===== config.mk =====
export PLATFORM = sky130hd
export DESIGN_NAME = mips_multicycle_control
export DESIGN_NICKNAME = d
export VERILOG_FILES = /design/src/rtl/mips_ctrl_pkg.sv /design/src/rtl/mips_ctrl_decode.sv /design/src/rtl/mips_multicycle_control.sv
export SDC_FILE = /design/constraint.sdc
export NUM_CORES = 1
export LEC_CHECK = 0
export BUFFER_PORTS_ARGS = -buffer_cell sky130_fd_sc_hd__buf_2
export CAP_MARGIN = 20
export CORE_ASPECT_RATIO = 1.5
export CORE_MARGIN = 3
export CORE_UTILIZATION = 55
export CTS_CLUSTER_DIAMETER = 80
export CTS_CLUSTER_SIZE = 28
export DETAILED_ROUTE_END_ITERATION = 16
export GPL_TIMING_DRIVEN = 0
export HOLD_SLACK_MARGIN = 0.06
export PLACE_DENSITY = 0.92
export SLEW_MARGIN = 20
export SYNTH_ARGS = -nofsm -noshare
export SYNTH_HDL_FRONTEND = slang
export SYNTH_HIERARCHICAL = 1
export SYNTH_SLANG_ARGS = --single-unit

===== constraint.sdc =====
create_clock -name clk -period 4.3 [get_ports clk]
set_clock_uncertainty 0.05 [all_clocks]
set_input_delay 0.645 -clock clk [delete_from_list [all_inputs] [get_ports clk]]
set_output_delay 0.645 -clock clk [all_outputs]
set_load 0.01 [all_outputs]

===== src/rtl/mips_ctrl_pkg.sv =====
// Shared encodings for the multicycle MIPS control path: opcodes, ALUOp,
// FSM states and datapath mux selects.
package mips_ctrl_pkg;

    localparam logic [5:0] OP_RTYPE = 6'b000000;
    localparam logic [5:0] OP_LW    = 6'b100011;
    localparam logic [5:0] OP_SW    = 6'b101011;
    localparam logic [5:0] OP_BEQ   = 6'b000100;
    localparam logic [5:0] OP_BNE   = 6'b000101;
    localparam logic [5:0] OP_J     = 6'b000010;
    localparam logic [5:0] OP_JAL   = 6'b000011;
    localparam logic [5:0] OP_ADDI  = 6'b001000;
    localparam logic [5:0] OP_ANDI  = 6'b001100;
    localparam logic [5:0] OP_ORI   = 6'b001101;
    localparam logic [5:0] OP_LUI   = 6'b001111;
    localparam logic [5:0] FN_JR    = 6'b001000;

    // Must stay in step with the ALU control unit's decode table.
    localparam logic [2:0] ALUOP_NONE = 3'b000;
    localparam logic [2:0] ALUOP_SUB  = 3'b001;
    localparam logic [2:0] ALUOP_LUI  = 3'b011;
    localparam logic [2:0] ALUOP_ADD  = 3'b100;
    localparam logic [2:0] ALUOP_ORI  = 3'b101;
    localparam logic [2:0] ALUOP_ANDI = 3'b110;
    localparam logic [2:0] ALUOP_R    = 3'b111;

    localparam logic [1:0] REGDST_RT = 2'b00;
    localparam logic [1:0] REGDST_RD = 2'b01;
    localparam logic [1:0] REGDST_RA = 2'b10;

    localparam logic [1:0] M2R_ALU = 2'b00;
    localparam logic [1:0] M2R_MDR = 2'b01;
    localparam logic [1:0] M2R_PC  = 2'b10;

    localparam logic [1:0] SRCB_B      = 2'b00;
    localparam logic [1:0] SRCB_4      = 2'b01;
    localparam logic [1:0] SRCB_IMM    = 2'b10;
    localparam logic [1:0] SRCB_IMM_SH = 2'b11;

    localparam logic [1:0] PCSRC_ALU    = 2'b00;
    localparam logic [1:0] PCSRC_ALUOUT = 2'b01;
    localparam logic [1:0] PCSRC_JUMP   = 2'b10;
    localparam logic [1:0] PCSRC_REG    = 2'b11;

    typedef enum logic [3:0] {
        S_IDLE, S_FETCH, S_DECODE, S_MEMADR, S_MEMRD, S_MEMWB, S_MEMWR,
        S_EXEC_R, S_ALUWB_R, S_EXEC_I, S_ALUWB_I, S_BRANCH, S_JUMP, S_JAL
    } state_t;

    typedef struct packed {
        state_t     nxt;
        logic [2:0] alu_op;
        logic       illegal;
        logic       is_store;
        logic       is_bne;
    } dec_t;

endpackage


===== src/rtl/mips_ctrl_decode.sv =====
// Opcode lookup: the state DECODE dispatches to, plus the I-type ALUOp
// and the store/BNE qualifiers used later in the instruction.
module mips_ctrl_decode
    import mips_ctrl_pkg::*;
(
    input  logic [5:0] opcode,
    output dec_t       dec
);

    always_comb begin
        dec.nxt      = S_FETCH;
        dec.alu_op   = ALUOP_ADD;
        dec.illegal  = 1'b0;
        dec.is_store = (opcode == OP_SW);
        dec.is_bne   = (opcode == OP_BNE);
        case (opcode)
            OP_RTYPE:      dec.nxt = S_EXEC_R;
            OP_LW, OP_SW:  dec.nxt = S_MEMADR;
            OP_BEQ, OP_BNE: dec.nxt = S_BRANCH;
            OP_J:          dec.nxt = S_JUMP;
            OP_JAL:        dec.nxt = S_JAL;
            OP_ADDI: begin dec.nxt = S_EXEC_I; dec.alu_op = ALUOP_ADD;  end
            OP_ANDI: begin dec.nxt = S_EXEC_I; dec.alu_op = ALUOP_ANDI; end
            OP_ORI:  begin dec.nxt = S_EXEC_I; dec.alu_op = ALUOP_ORI;  end
            OP_LUI:  begin dec.nxt = S_EXEC_I; dec.alu_op = ALUOP_LUI;  end
            default: dec.illegal = 1'b1;
        endcase
    end

endmodule


===== src/rtl/mips_multicycle_control.sv =====
// Main control FSM for the multicycle MIPS datapath. Outputs are a pure
// decode of state/funct/mem_ready so reset drops every strobe at once.
module mips_multicycle_control
    import mips_ctrl_pkg::*;
#(
    parameter int RETIRE_W = 32
) (
    input  logic                clk,
    input  logic                reset,
    input  logic [5:0]          opcode,
    input  logic [5:0]          funct,
    input  logic                zero,
    input  logic                mem_ready,
    output logic                PCWrite,
    output logic                PCWriteCond,
    output logic                PCWriteCondN,
    output logic                IorD,
    output logic                MemRead,
    output logic                MemWrite,
    output logic                IRWrite,
    output logic [1:0]          RegDst,
    output logic [1:0]          MemtoReg,
    output logic                RegWrite,
    output logic                ALUSrcA,
    output logic [1:0]          ALUSrcB,
    output logic [1:0]          PCSrc,
    output logic [2:0]          ALUOp,
    output logic                illegal_op,
    output logic                instr_done,
    output logic [RETIRE_W-1:0] retired
);

    state_t state, next_state;
    dec_t   dec;

    // The branch condition is applied by the datapath PC gate, not here.
    logic unused_zero;
    assign unused_zero = zero;

    mips_ctrl_decode u_decode (
        .opcode (opcode),
        .dec    (dec)
    );

    always_ff @(posedge clk or posedge reset) begin
        if (reset) begin
            state   <= S_IDLE;
            retired <= '0;
        end else begin
            state <= next_state;
            if (instr_done) retired <= retired + RETIRE_W'(1);
        end
    end

    always_comb begin
        next_state   = state;
        PCWrite      = 1'b0;
        PCWriteCond  = 1'b0;
        PCWriteCondN = 1'b0;
        IorD         = 1'b0;
        MemRead      = 1'b0;
        MemWrite     = 1'b0;
        IRWrite      = 1'b0;
        RegDst       = REGDST_RT;
        MemtoReg     = M2R_ALU;
        RegWrite     = 1'b0;
        ALUSrcA      = 1'b0;
        ALUSrcB      = SRCB_B;
        PCSrc        = PCSRC_ALU;
        ALUOp        = ALUOP_NONE;
        illegal_op   = 1'b0;
        instr_done   = 1'b0;
        case (state)
            S_IDLE: next_state = S_FETCH;
            S_FETCH: begin
                MemRead = 1'b1;
                ALUSrcB = SRCB_4;
                ALUOp   = ALUOP_ADD;
                IRWrite = mem_ready;
                PCWrite = mem_ready;
                if (mem_ready) next_state = S_DECODE;
            end
            S_DECODE: begin
                ALUSrcB    = SRCB_IMM_SH;
                ALUOp      = ALUOP_ADD;
                illegal_op = dec.illegal;
                next_state = dec.nxt;
            end
            S_EXEC_R: begin
                ALUSrcA = 1'b1;
                ALUOp   = ALUOP_R;
                if (funct == FN_JR) begin
                    PCWrite    = 1'b1;
                    PCSrc      = PCSRC_REG;
                    instr_done = 1'b1;
                    next_state = S_FETCH;
                end else begin
                    next_state = S_ALUWB_R;
                end
            end
            S_ALUWB_R: begin
                RegDst     = REGDST_RD;
                RegWrite   = 1'b1;
                ALUOp      = ALUOP_R;
                instr_done = 1'b1;
                next_state = S_FETCH;
            end
            S_EXEC_I: begin
                ALUSrcA    = 1'b1;
                ALUSrcB    = SRCB_IMM;
                ALUOp      = dec.alu_op;
                next_state = S_ALUWB_I;
            end
            S_ALUWB_I: begin
                RegWrite   = 1'b1;
                ALUOp      = dec.alu_op;
                instr_done = 1'b1;
                next_state = S_FETCH;
            end
            S_MEMADR: begin
                ALUSrcA    = 1'b1;
                ALUSrcB    = SRCB_IMM;
                ALUOp      = ALUOP_ADD;
                next_state = dec.is_store ? S_MEMWR : S_MEMRD;
            end
            S_MEMRD: begin
                IorD    = 1'b1;
                MemRead = 1'b1;
                if (mem_ready) next_state = S_MEMWB;
            end
            S_MEMWR: begin
                IorD     = 1'b1;
                MemWrite = 1'b1;
                if (mem_ready) begin
                    instr_done = 1'b1;
                    next_state = S_FETCH;
                end
            end
            S_MEMWB: begin
                MemtoReg   = M2R_MDR;
                RegWrite   = 1'b1;
                instr_done = 1'b1;
                next_state = S_FETCH;
            end
            S_BRANCH: begin
                ALUSrcA      = 1'b1;
                ALUOp        = ALUOP_SUB;
                PCSrc        = PCSRC_ALUOUT;
                PCWriteCond  = ~dec.is_bne;
                PCWriteCondN = dec.is_bne;
                instr_done   = 1'b1;
                next_state   = S_FETCH;
            end
            S_JUMP: begin
                PCWrite    = 1'b1;
                PCSrc      = PCSRC_JUMP;
                instr_done = 1'b1;
                next_state = S_FETCH;
            end
            S_JAL: begin
                PCWrite    = 1'b1;
                PCSrc      = PCSRC_JUMP;
                RegWrite   = 1'b1;
                RegDst     = REGDST_RA;
                MemtoReg   = M2R_PC;
                instr_done = 1'b1;
                next_state = S_FETCH;
            end
            default: next_state = S_IDLE;
        endcase
    end

endmodule


==> out/qor.yml, run 1 <==
outcome: "completed"
synth-async-reset-ratio_pct: 100
period_share_pct: 61.1
seqCellArea_um2: 901
synth_nets: 270
max_freq_ghz: 0.380
antenna-diode-count: 0
netlist_area_um2: 2270
ant_nets: 0
synthFlopType: "dfrtp_1"
path_class: "in -> out"
required_ns: 3.61
hpwl_mm: 4.18
rows: 28
viasPerCell: 5.87
grt_pass1_wl_mm: 9.25
cp-end-kind: "output pin"
routed_wl_mm: 5.58
ctsLongestPathBuffers: 2
reg2reg_depth: 7
dieArea_um2: 4940
start_util_pct: 57.2
clk_pin_slew_ns: 0.07
ys_ff_latch: 36
rsz0062_at_grt: "no"
ys_warn_count: 6
synth_most_common_cell: "dfrtp_1"
p_per_area_nw_per_um2: 481
numCtsBuffers: 5
ys_top_cells_by_area: "dfrtp_1, xnor2_1, nand4_1, nand2_1, nand3_1"
synth.distinct_cells: 51
reg2reg_slack_ns: 2.37
regToRegEndpoint: "retired[18]"
portBuffers: 68
synth_common_cells: "dfrtp_1, xnor2_1, nand2_1, nor2_1"
die_w_um: 58.4
clock_latency_ns: 0.29
period_needed_ns: 2.63
irDropWorstVdd_mv: 0.474
gp_congestion: 0.917
slew_violations: 0
grt_max_degree: 37
first_pass_iters: 4
hold_path_class: "in -> async"
grt_pass1_vias: 2074
cts_hold_buf: 0
synth_top_cell_area_share_pct: 39.8
avgSynthCellArea_um2: 8.96
r2r-start: "retired[0]"
path_max_fanout: 6
core_area_um2: 3960
synth_cells: 253
layout.nets: 345
cts_max_level: 2
nFillCells: 328
cts_tree: "built"
worst_slew_pin_slew_ns: 0.740
fp.dieH_um: 84.6
hold_viol: 0
crit_end: "ALUOp[1]"
drt_iter0_drc: 98
areaGrowthSynthToFinish_pct: 22.3
p_leak_nw: 1.32
final_core_util_pct: 70.0
drc: 0
gr-usage-all-layers_pct: 23.7
crit_arrival_ns: 1.93
cts_resized: 0
ys_seq_area_share_pct: 39.8
startpoint: "opcode[5]"
synth_top_cell_by_area: "dfrtp_1"
setup_violations: 0
cp-start-kind: "primary input"
antenna_found_initial: 0
wire_per_inst_um: 14.9
grt-ovfl-total: 0
drive_gt1_share_pct: 28.0
setup_tns_ns: 0
cts_sinks: 36
multiInputGateArea_um2: 1250
cts_root_buf: "clkbuf_8"
num_io_pins: 70
postCtsSetupBuffers: 0
synth_edf_count: 0
vias: 2196
cap_violations: 0
maxSlewHeadroom_pct: 50.6
-- report_power, final --
part	switching (W)	internal [W]	total, W
clock	0.000117	0.000172	0.000289
combinational	0.000398	0.000233	0.000631
sequential	0.0000343	0.000378	0.000412
-- final cells by class --
| cell class | instances | share of cell area (%) |
|---|---|---|
| clock buffers | 6 | 2.62 |
| flip-flops and latches | 36 | 32.5 |
| inverters | 12 | 1.63 |
| plain buffers | 14 | 2.66 |
| multi-input cells | 191 | 45.0 |
| clock inverters | 2 | 1.26 |
| repair buffers | 68 | 12.3 |
| well taps | 45 | 2.03 |
-- metrics by stage --
step           hold slack, ns  cells  worst slack [ns]  area [um^2]  total power, W
4_1_cts                 0.438    374              1.68         2770         0.00134
3_3_place_gp            0.408    366              1.71         2660         0.00103
6_report                0.431    374              1.67         2770         0.00133
2_1_floorplan           0.457    253              1.96         2270        0.000848
3_5_place_dp            0.424    366              1.68         2660         0.00104
5_1_grt                 0.456    374              1.56         2770         0.00142
-- per-layer routing --
layer	track usage [%]	share of wire, %	up-vias
met3	3.69	6.2	16
met2	42.3	52	89
met1	26.7	39	1046
met5	0	0	-
met4	10.3	2.6	0
li1	-	-	1045
-- flip-flops by register name, summed over array words and instances (netlist names) --
register  cells
state         4
retired      32
-- worst min-delay path by stage --
stage / depth (start not counted) / end / slack [ns]
finish: 2 / retired[23] / 0.43
global route: 1 / retired[30] / 0.46
CTS: 1 / retired[14] / 0.44
detailed placement: 1 / retired[14] / 0.42
global placement: 1 / retired[31] / 0.41
floorplan: 1 / retired[31] / 0.46
-- worst max-delay path, cell delays in order --
cell and delay [ns]:
buf_2 0.13, nor2_1 0.14, and3_2 0.21, o21a_1 0.12
inv_1 0.04, maj3_1 0.37, o22ai_1 0.14, buf_2 0.15
-- placed cells by master, fill, tap and decap left out, types with 2 or more instances in the layout --
cell type / instances
and4_1: 4
nand4_1: 16
buf_4: 2
a21boi_0: 2
nor2_1: 17
dfrtp_1: 36
xor2_1: 3
o22ai_1: 4
nor4_1: 2
xnor2_1: 31
maj3_1: 2
o21ai_1: 2
clkbuf_8: 5
nand3_1: 16
nor3_1: 12
buf_1: 3
nand2b_1: 2
and3_1: 6
inv_2: 2
nor2b_1: 2
clkbuf_1: 4
nor4_4: 2
nand2_1: 22
o21ai_0: 6
or3b_1: 2
and2_1: 7
buf_2: 73
a31oi_1: 2
inv_1: 10
nand4b_1: 2
a21oi_1: 7
-- kinds of logic (layout without fill, tap and decap cells) --
family          count (synthesis)  count (layout)  share of synthesized area [%]
compound gates                 33              33                           9.50
mux                             2               2                          0.939
simple gates                  119             119                           30.0
fa+ha+maj                       3               3                           1.44
flops                          36              36                           39.8
xor+xnor                       34              34                           13.1
buf+inv                        26             102                           5.25
Note: power is estimated with default switching activity, not from simulation.
==> run 2: changes to the inputs <==
Settings changed: CORE_UTILIZATION 55 to 51, PLACE_DENSITY 0.92 to 0.87.
Clock period 4.3 ns to 2.5 ns, I/O delays scaled along.
==> run 2 against run 1 <==
  * Die area up 7.2%
  * Design area fell by 0.59%
  * Sequential share of layout area increased by 0.19 points
  * Sequential cell count unchanged
  * Highest routed layer unchanged
  * Largest cell class unchanged
==> out/qor.yml, run 2 (same netlist as run 1, synthesis figures left out) <==
outcome: "completed"  # unchanged
max_freq_ghz: 0.436
hold_path_class: "in -> async"  # unchanged
slew_violations: 0  # unchanged
layout_common_cells: "buf_2, dfrtp_1, xnor2_1"  # unchanged
die_w_um: 60.4  # was 58.4 um
postCtsSetupBuffers: 0  # unchanged
cts_hold_buf: 0  # unchanged
period_needed_ns: 2.30
antenna-diode-count: 0  # unchanged
p_leak_nw: 1.31  # was 1.32 nW
setup_violations: 0  # unchanged
reg2reg_slack_ns: 0.55  # was 2.37 ns
fp.dieH_um: 87.6  # was 84.6 um
grt_max_degree: 37  # unchanged
crit_chain: "buf_2 > inv_2 > o2bb2ai_1 > nor3_1 > buf_2 > buf_2"  # was buf_2 > nor2_1 > and3_2 > o21a_1 > inv_1 > maj3_1 > o22ai_1 > buf_2
num_io_pins: 70  # unchanged
largest_register_ffs: 32  # unchanged
cts_tree: "built"  # unchanged
nFillCells: 367  # was 328
cpPeakStageDelay_ns: 0.32  # was 0.37 ns
r2r-start: "retired[0]"  # unchanged
layout.nets: 345  # unchanged
numCtsBuffers: 5  # unchanged
cts_max_level: 2  # unchanged
maxSlewHeadroom_pct: 51.3  # was 50.6%
wire_per_inst_um: 14.5  # was 14.9 um
drc: 0  # unchanged
first_pass_iters: 4  # unchanged
place_area_um2: 2660  # about the same
final_area_um2: 2750  # was 2770 um^2
largest-register: "retired"  # unchanged
dieArea_um2: 5300  # was 4940 um^2
drive_gt1_share_pct: 27.7  # was 28.0%
areaGrowthSynthToFinish_pct: 21.5  # was 22.3%
gr-usage-all-layers_pct: 21.6  # was 23.7%
grt-ovfl-total: 0  # unchanged
cts_root_buf: "clkbuf_8"  # unchanged
cap_violations: 0  # unchanged
final_common_cell: "buf_2"  # unchanged
crit_slowest_cell: "dfrtp_1"  # was maj3_1
hpwl_mm: 4.05  # was 4.18 mm
p_per_area_nw_per_um2: 801  # was 481 nW/um^2
irDropWorstVdd_mv: 0.884  # was 0.474 mV
reg2reg_depth: 7  # unchanged
start_util_pct: 53.4  # was 57.2%
core_area_um2: 4250  # was 3960 um^2
required_ns: 2.08  # was 3.61 ns
grt_pass1_wl_mm: 8.98  # was 9.25 mm
routed_wl_mm: 5.43  # was 5.58 mm
drt_iter0_drc: 97  # was 98
setup_tns_ns: 0  # unchanged
clock_latency_ns: 0.29  # about the same
cts_resized: 0  # unchanged
holdWs_ns: 0.152  # was 0.431 ns
path_max_fanout: 10  # was 6
cp-end-kind: "output pin"  # unchanged
rows: 29  # was 28
vias: 2141  # was 2,196
cp-start-kind: "register"  # was primary input
rsz0062_at_grt: "no"  # unchanged
viasPerCell: 5.71  # was 5.87
reg_top3: "retired x32, state x4"  # unchanged
cts_sinks: 36  # unchanged
clk_pin_slew_ns: 0.07  # about the same
period_share_pct: 91.8
hold_viol: 0  # unchanged
path_class: "reg -> out"  # was in -> out
portBuffers: 68  # unchanged
ctsLongestPathBuffers: 2  # unchanged
regToRegEndpoint: "retired[26]"  # was retired[18]
crit_arrival_ns: 1.87  # was 1.93 ns
crit_top_cell: "buf_2"  # unchanged
antenna_found_initial: 0  # unchanged
gp_congestion: 0.889  # was 0.917
worst_slew_pin_slew_ns: 0.729  # was 0.740 ns
grt_pass1_vias: 2030  # was 2,074
ant_nets: 0  # unchanged
-- run 2: cell types whose count changed in the layout (fill, tap and decap cells not counted), sizes merged --
| cell | delta |
|---|---|
| clkinv | -1 |
| bufinv | -1 |
| clkbuf | +2 |
-- run 2: critical path, delay by kind of cell, from the launching register on --
family	cells	cell delay [ns]
AO/OA/AOI/OAI	1	0.23
buffers and inverters	4	0.77
flip-flops	1	0.32
AND/OR/NAND/NOR	1	0.26
-- run 2: layout make-up --
cell class	count	area (um^2)	share of cell area (%)
inverter	12	45.0	1.64
clock buffer	8	90.1	3.27
multi-input combinational	191	1250	45.3
timing repair buffer	68	340	12.4
sequential	36	901	32.7
buffer	14	73.8	2.68
tap	46	57.6	2.09
-- run 2: worst max path at each step --
stage | from | to | slack, ns | cells after the start
6_report | state[2] | instr_done | 0.20 | 6
5_1_grt | state[2] | instr_done | 0.04 | 6
4_1_cts | state[2] | instr_done | 0.20 | 6
3_5_place_dp | opcode[5] | ALUOp[1] | 0.44 | 8
3_3_place_gp | opcode[5] | ALUOp[1] | 0.45 | 8
2_1_floorplan | retired[0] | retired[22] | 0.68 | 7
-- run 2: power breakdown --
group          switching (W)  total (W)  internal, W  leakage [nW]
combinational       0.000682    0.00108     0.000400         0.773
sequential         0.0000558   0.000705     0.000650         0.489
clock               0.000195   0.000420     0.000225        0.0455
-- run 2: stage by stage --
step	util [%]	total power, W	cells	setup WS (ns)
4_1_cts	64.9	0.00222	375	0.202
6_report	64.9	0.00221	375	0.205
2_1_floorplan	-	0.00146	253	0.678
3_3_place_gp	62.7	0.00177	367	0.446
5_1_grt	64.9	0.00237	375	0.0386
3_5_place_dp	62.7	0.00179	367	0.443
-- run 2: metal layers --
metal,global-route usage [%],routed length [um],up-vias
met5,0,0,-
met3,3.10,331,8
li1,-,-,1044
met1,25.2,2220,999
met4,9.66,81,0
met2,38.1,2800,90
==> run 3: changes to the inputs <==
Settings changed: CORE_MARGIN 3 to 5, CORE_UTILIZATION 51 to 55, PLACE_DENSITY 0.87 to 0.92.
Clock period 2.5 ns to 2.7 ns, I/O delays scaled along.
==> run 3 against run 2 <==
  * Design area about the same
  * Global-route usage down 0.15 points
  * Critical endpoint unchanged
  * Worst setup slack improved by 0.18 ns
  * Combinational power decreased by 7%
  * Critical path type unchanged
  * Largest power group unchanged
  * Clock-buffer cell count decreased by 2
  * Core utilization grew 4.7 points
==> out/qor.yml, run 3 (same netlist as run 1, synthesis figures left out) <==
outcome: "completed"  # unchanged
vias: 2242  # was 2,141
layout_common_cells: "buf_2, dfrtp_1, xnor2_1"  # unchanged
die_w_um: 62.4  # was 60.4 um
grt_pass1_wl_mm: 9.72  # was 8.98 mm
p_sw_w: 0.000880  # was 0.000933 W
setup_violations: 0  # unchanged
dpl.cell_count: 366  # was 367
core_area_um2: 3960  # was 4250 um^2
grt_max_degree: 37  # unchanged
required_ns: 2.25  # was 2.08 ns
hpwl_mm: 4.23  # was 4.05 mm
cts_hold_buf: 0  # unchanged
hold_viol: 0  # unchanged
layout.nets: 345  # unchanged
crit_arrival_ns: 1.86  # was 1.87 ns
antenna-diode-count: 0  # unchanged
swShare_pct: 42.8  # was 42.3%
rsz0062_at_grt: "no"  # unchanged
grt-ovfl-total: 0  # unchanged
areaGrowthSynthToFinish_pct: 21.6  # was 21.5%
pwr-share-seq_pct: 31.6  # was 32.0%
numCtsBuffers: 5  # unchanged
path_class: "reg -> out"  # unchanged
gr-usage-all-layers_pct: 21.4  # was 21.6%
drc: 0  # unchanged
max_freq_ghz: 0.432
clock_power_share_pct: 19.6  # was 19.0%
drt_iter0_drc: 134  # was 97
fp.dieH_um: 88.6  # was 87.6 um
dieArea_um2: 5530  # was 5300 um^2
first_pass_iters: 5  # was 4
ctsLongestPathBuffers: 2  # unchanged
path_max_fanout: 10  # unchanged
period_needed_ns: 2.32
start_util_pct: 57.2  # was 53.4%
p_per_area_nw_per_um2: 746  # was 801 nW/um^2
clk_pin_slew_ns: 0.08  # was 0.07 ns
hold_path_class: "in -> async"  # unchanged
cp-end-kind: "output pin"  # unchanged
cts_resized: 0  # unchanged
cts_sinks: 36  # unchanged
cp-start-kind: "register"  # unchanged
p_int_w: 0.00118  # was 0.00127 W
gp_congestion: 0.932  # was 0.889
final_core_util_pct: 69.6  # was 64.9%
rows: 28  # was 29
cts_tree: "built"  # unchanged
clock_latency_ns: 0.30  # was 0.29 ns
cap_violations: 0  # unchanged
reg2reg_slack_ns: 0.78  # was 0.55 ns
worst_slew_pin_slew_ns: 0.731  # was 0.729 ns
stdcell_count: 374  # was 375
grt_pass1_vias: 2145  # was 2,030
maxSlewHeadroom_pct: 51.2  # was 51.3%
drive_gt1_share_pct: 28.3  # was 27.7%
num_io_pins: 70  # unchanged
irDropWorstVdd_mv: 0.704  # was 0.884 mV
cts_max_level: 2  # unchanged
slew_violations: 0  # unchanged
finalPower_w: 0.00206  # was 0.00221 W
routed_wl_mm: 5.66  # was 5.43 mm
largest-register: "retired"  # unchanged
ant_nets: 0  # unchanged
combPwrFrac_pct: 48.8  # was 49.0%
period_share_pct: 85.8
portBuffers: 68  # unchanged
wire_per_inst_um: 15.1  # was 14.5 um
p_leak_nw: 1.31  # about the same
postCtsSetupBuffers: 0  # unchanged
viasPerCell: 5.99  # was 5.71
setup_tns_ns: 0  # unchanged
reg_top3: "retired x32, state x4"  # unchanged
final_common_cell: "buf_2"  # unchanged
largest_register_ffs: 32  # unchanged
antenna_found_initial: 0  # unchanged
cts_root_buf: "clkbuf_8"  # unchanged
==> run 3: cell types whose count changed in the layout (fill, tap and decap cells not counted) <==
cell / delta
clkbuf_1: -2
clkinv_2: +2
==> run 3: final cells by class <==
class	instances	area (um^2)
Timing Repair Buffer	68	340
Inverter	12	45.0
Sequential cell	36	901
Fill cell	343	1200
Multi-Input combinational cell	191	1250
Clock buffer	6	82.6
Buffer	14	73.8
Clock inverter	2	10.0
Tap cell	45	56.3
==> run 3: worst paths after layout <==
path,start,to,cells after the start
min in group clk,mem_ready,state[1],3
max,state[2],instr_done,6
max reg2reg,retired[0],retired[18],7
min reg2reg,retired[31],retired[31],1
min,reset,retired[2],2
max in group asynchronous,reset,retired[28],2
==> run 3: metrics by stage <==
step | area [um^2] | hold slack [ns] | setup WS, ns
after floorplan | 2270 | 0.457 | 0.835
after detailed placement | 2660 | 0.429 | 0.550
final | 2760 | 0.175 | 0.384
after CTS | 2760 | 0.198 | 0.384
after global routing | 2760 | 0.246 | 0.262
after global placement | 2660 | 0.408 | 0.591
==> run 3: power groups by stage <==
stage / clock network, W / logic [W] / registers (W)
2_1_floorplan: 0 / 0.000679 / 0.000672
3_3_place_gp: 0 / 0.000977 / 0.000660
3_5_place_dp: 0 / 0.000996 / 0.000662
4_1_cts: 0.000405 / 0.00100 / 0.000652
5_1_grt: 0.000425 / 0.00111 / 0.000665
6_report: 0.000402 / 0.00100 / 0.000651
==> run 3: per-layer routing <==
metal / up-vias / routed length, um / share of wire, % / track usage, %
li1: 1044 / - / - / -
met1: 1069 / 2120 / 37 / 24.5
met2: 112 / 2920 / 52 / 37.7
met3: 17 / 450 / 7.9 / 4.83
met4: 0 / 174 / 3.1 / 10.6
met5: - / 0 / 0 / 0
==> run 3: critical path, cell delays in order, from the launching register on <==
cell,delay [ns]
dfrtp_1,0.33
buf_2,0.19
inv_2,0.12
o2bb2ai_1,0.22
nor3_1,0.25
buf_2,0.27
buf_2,0.17
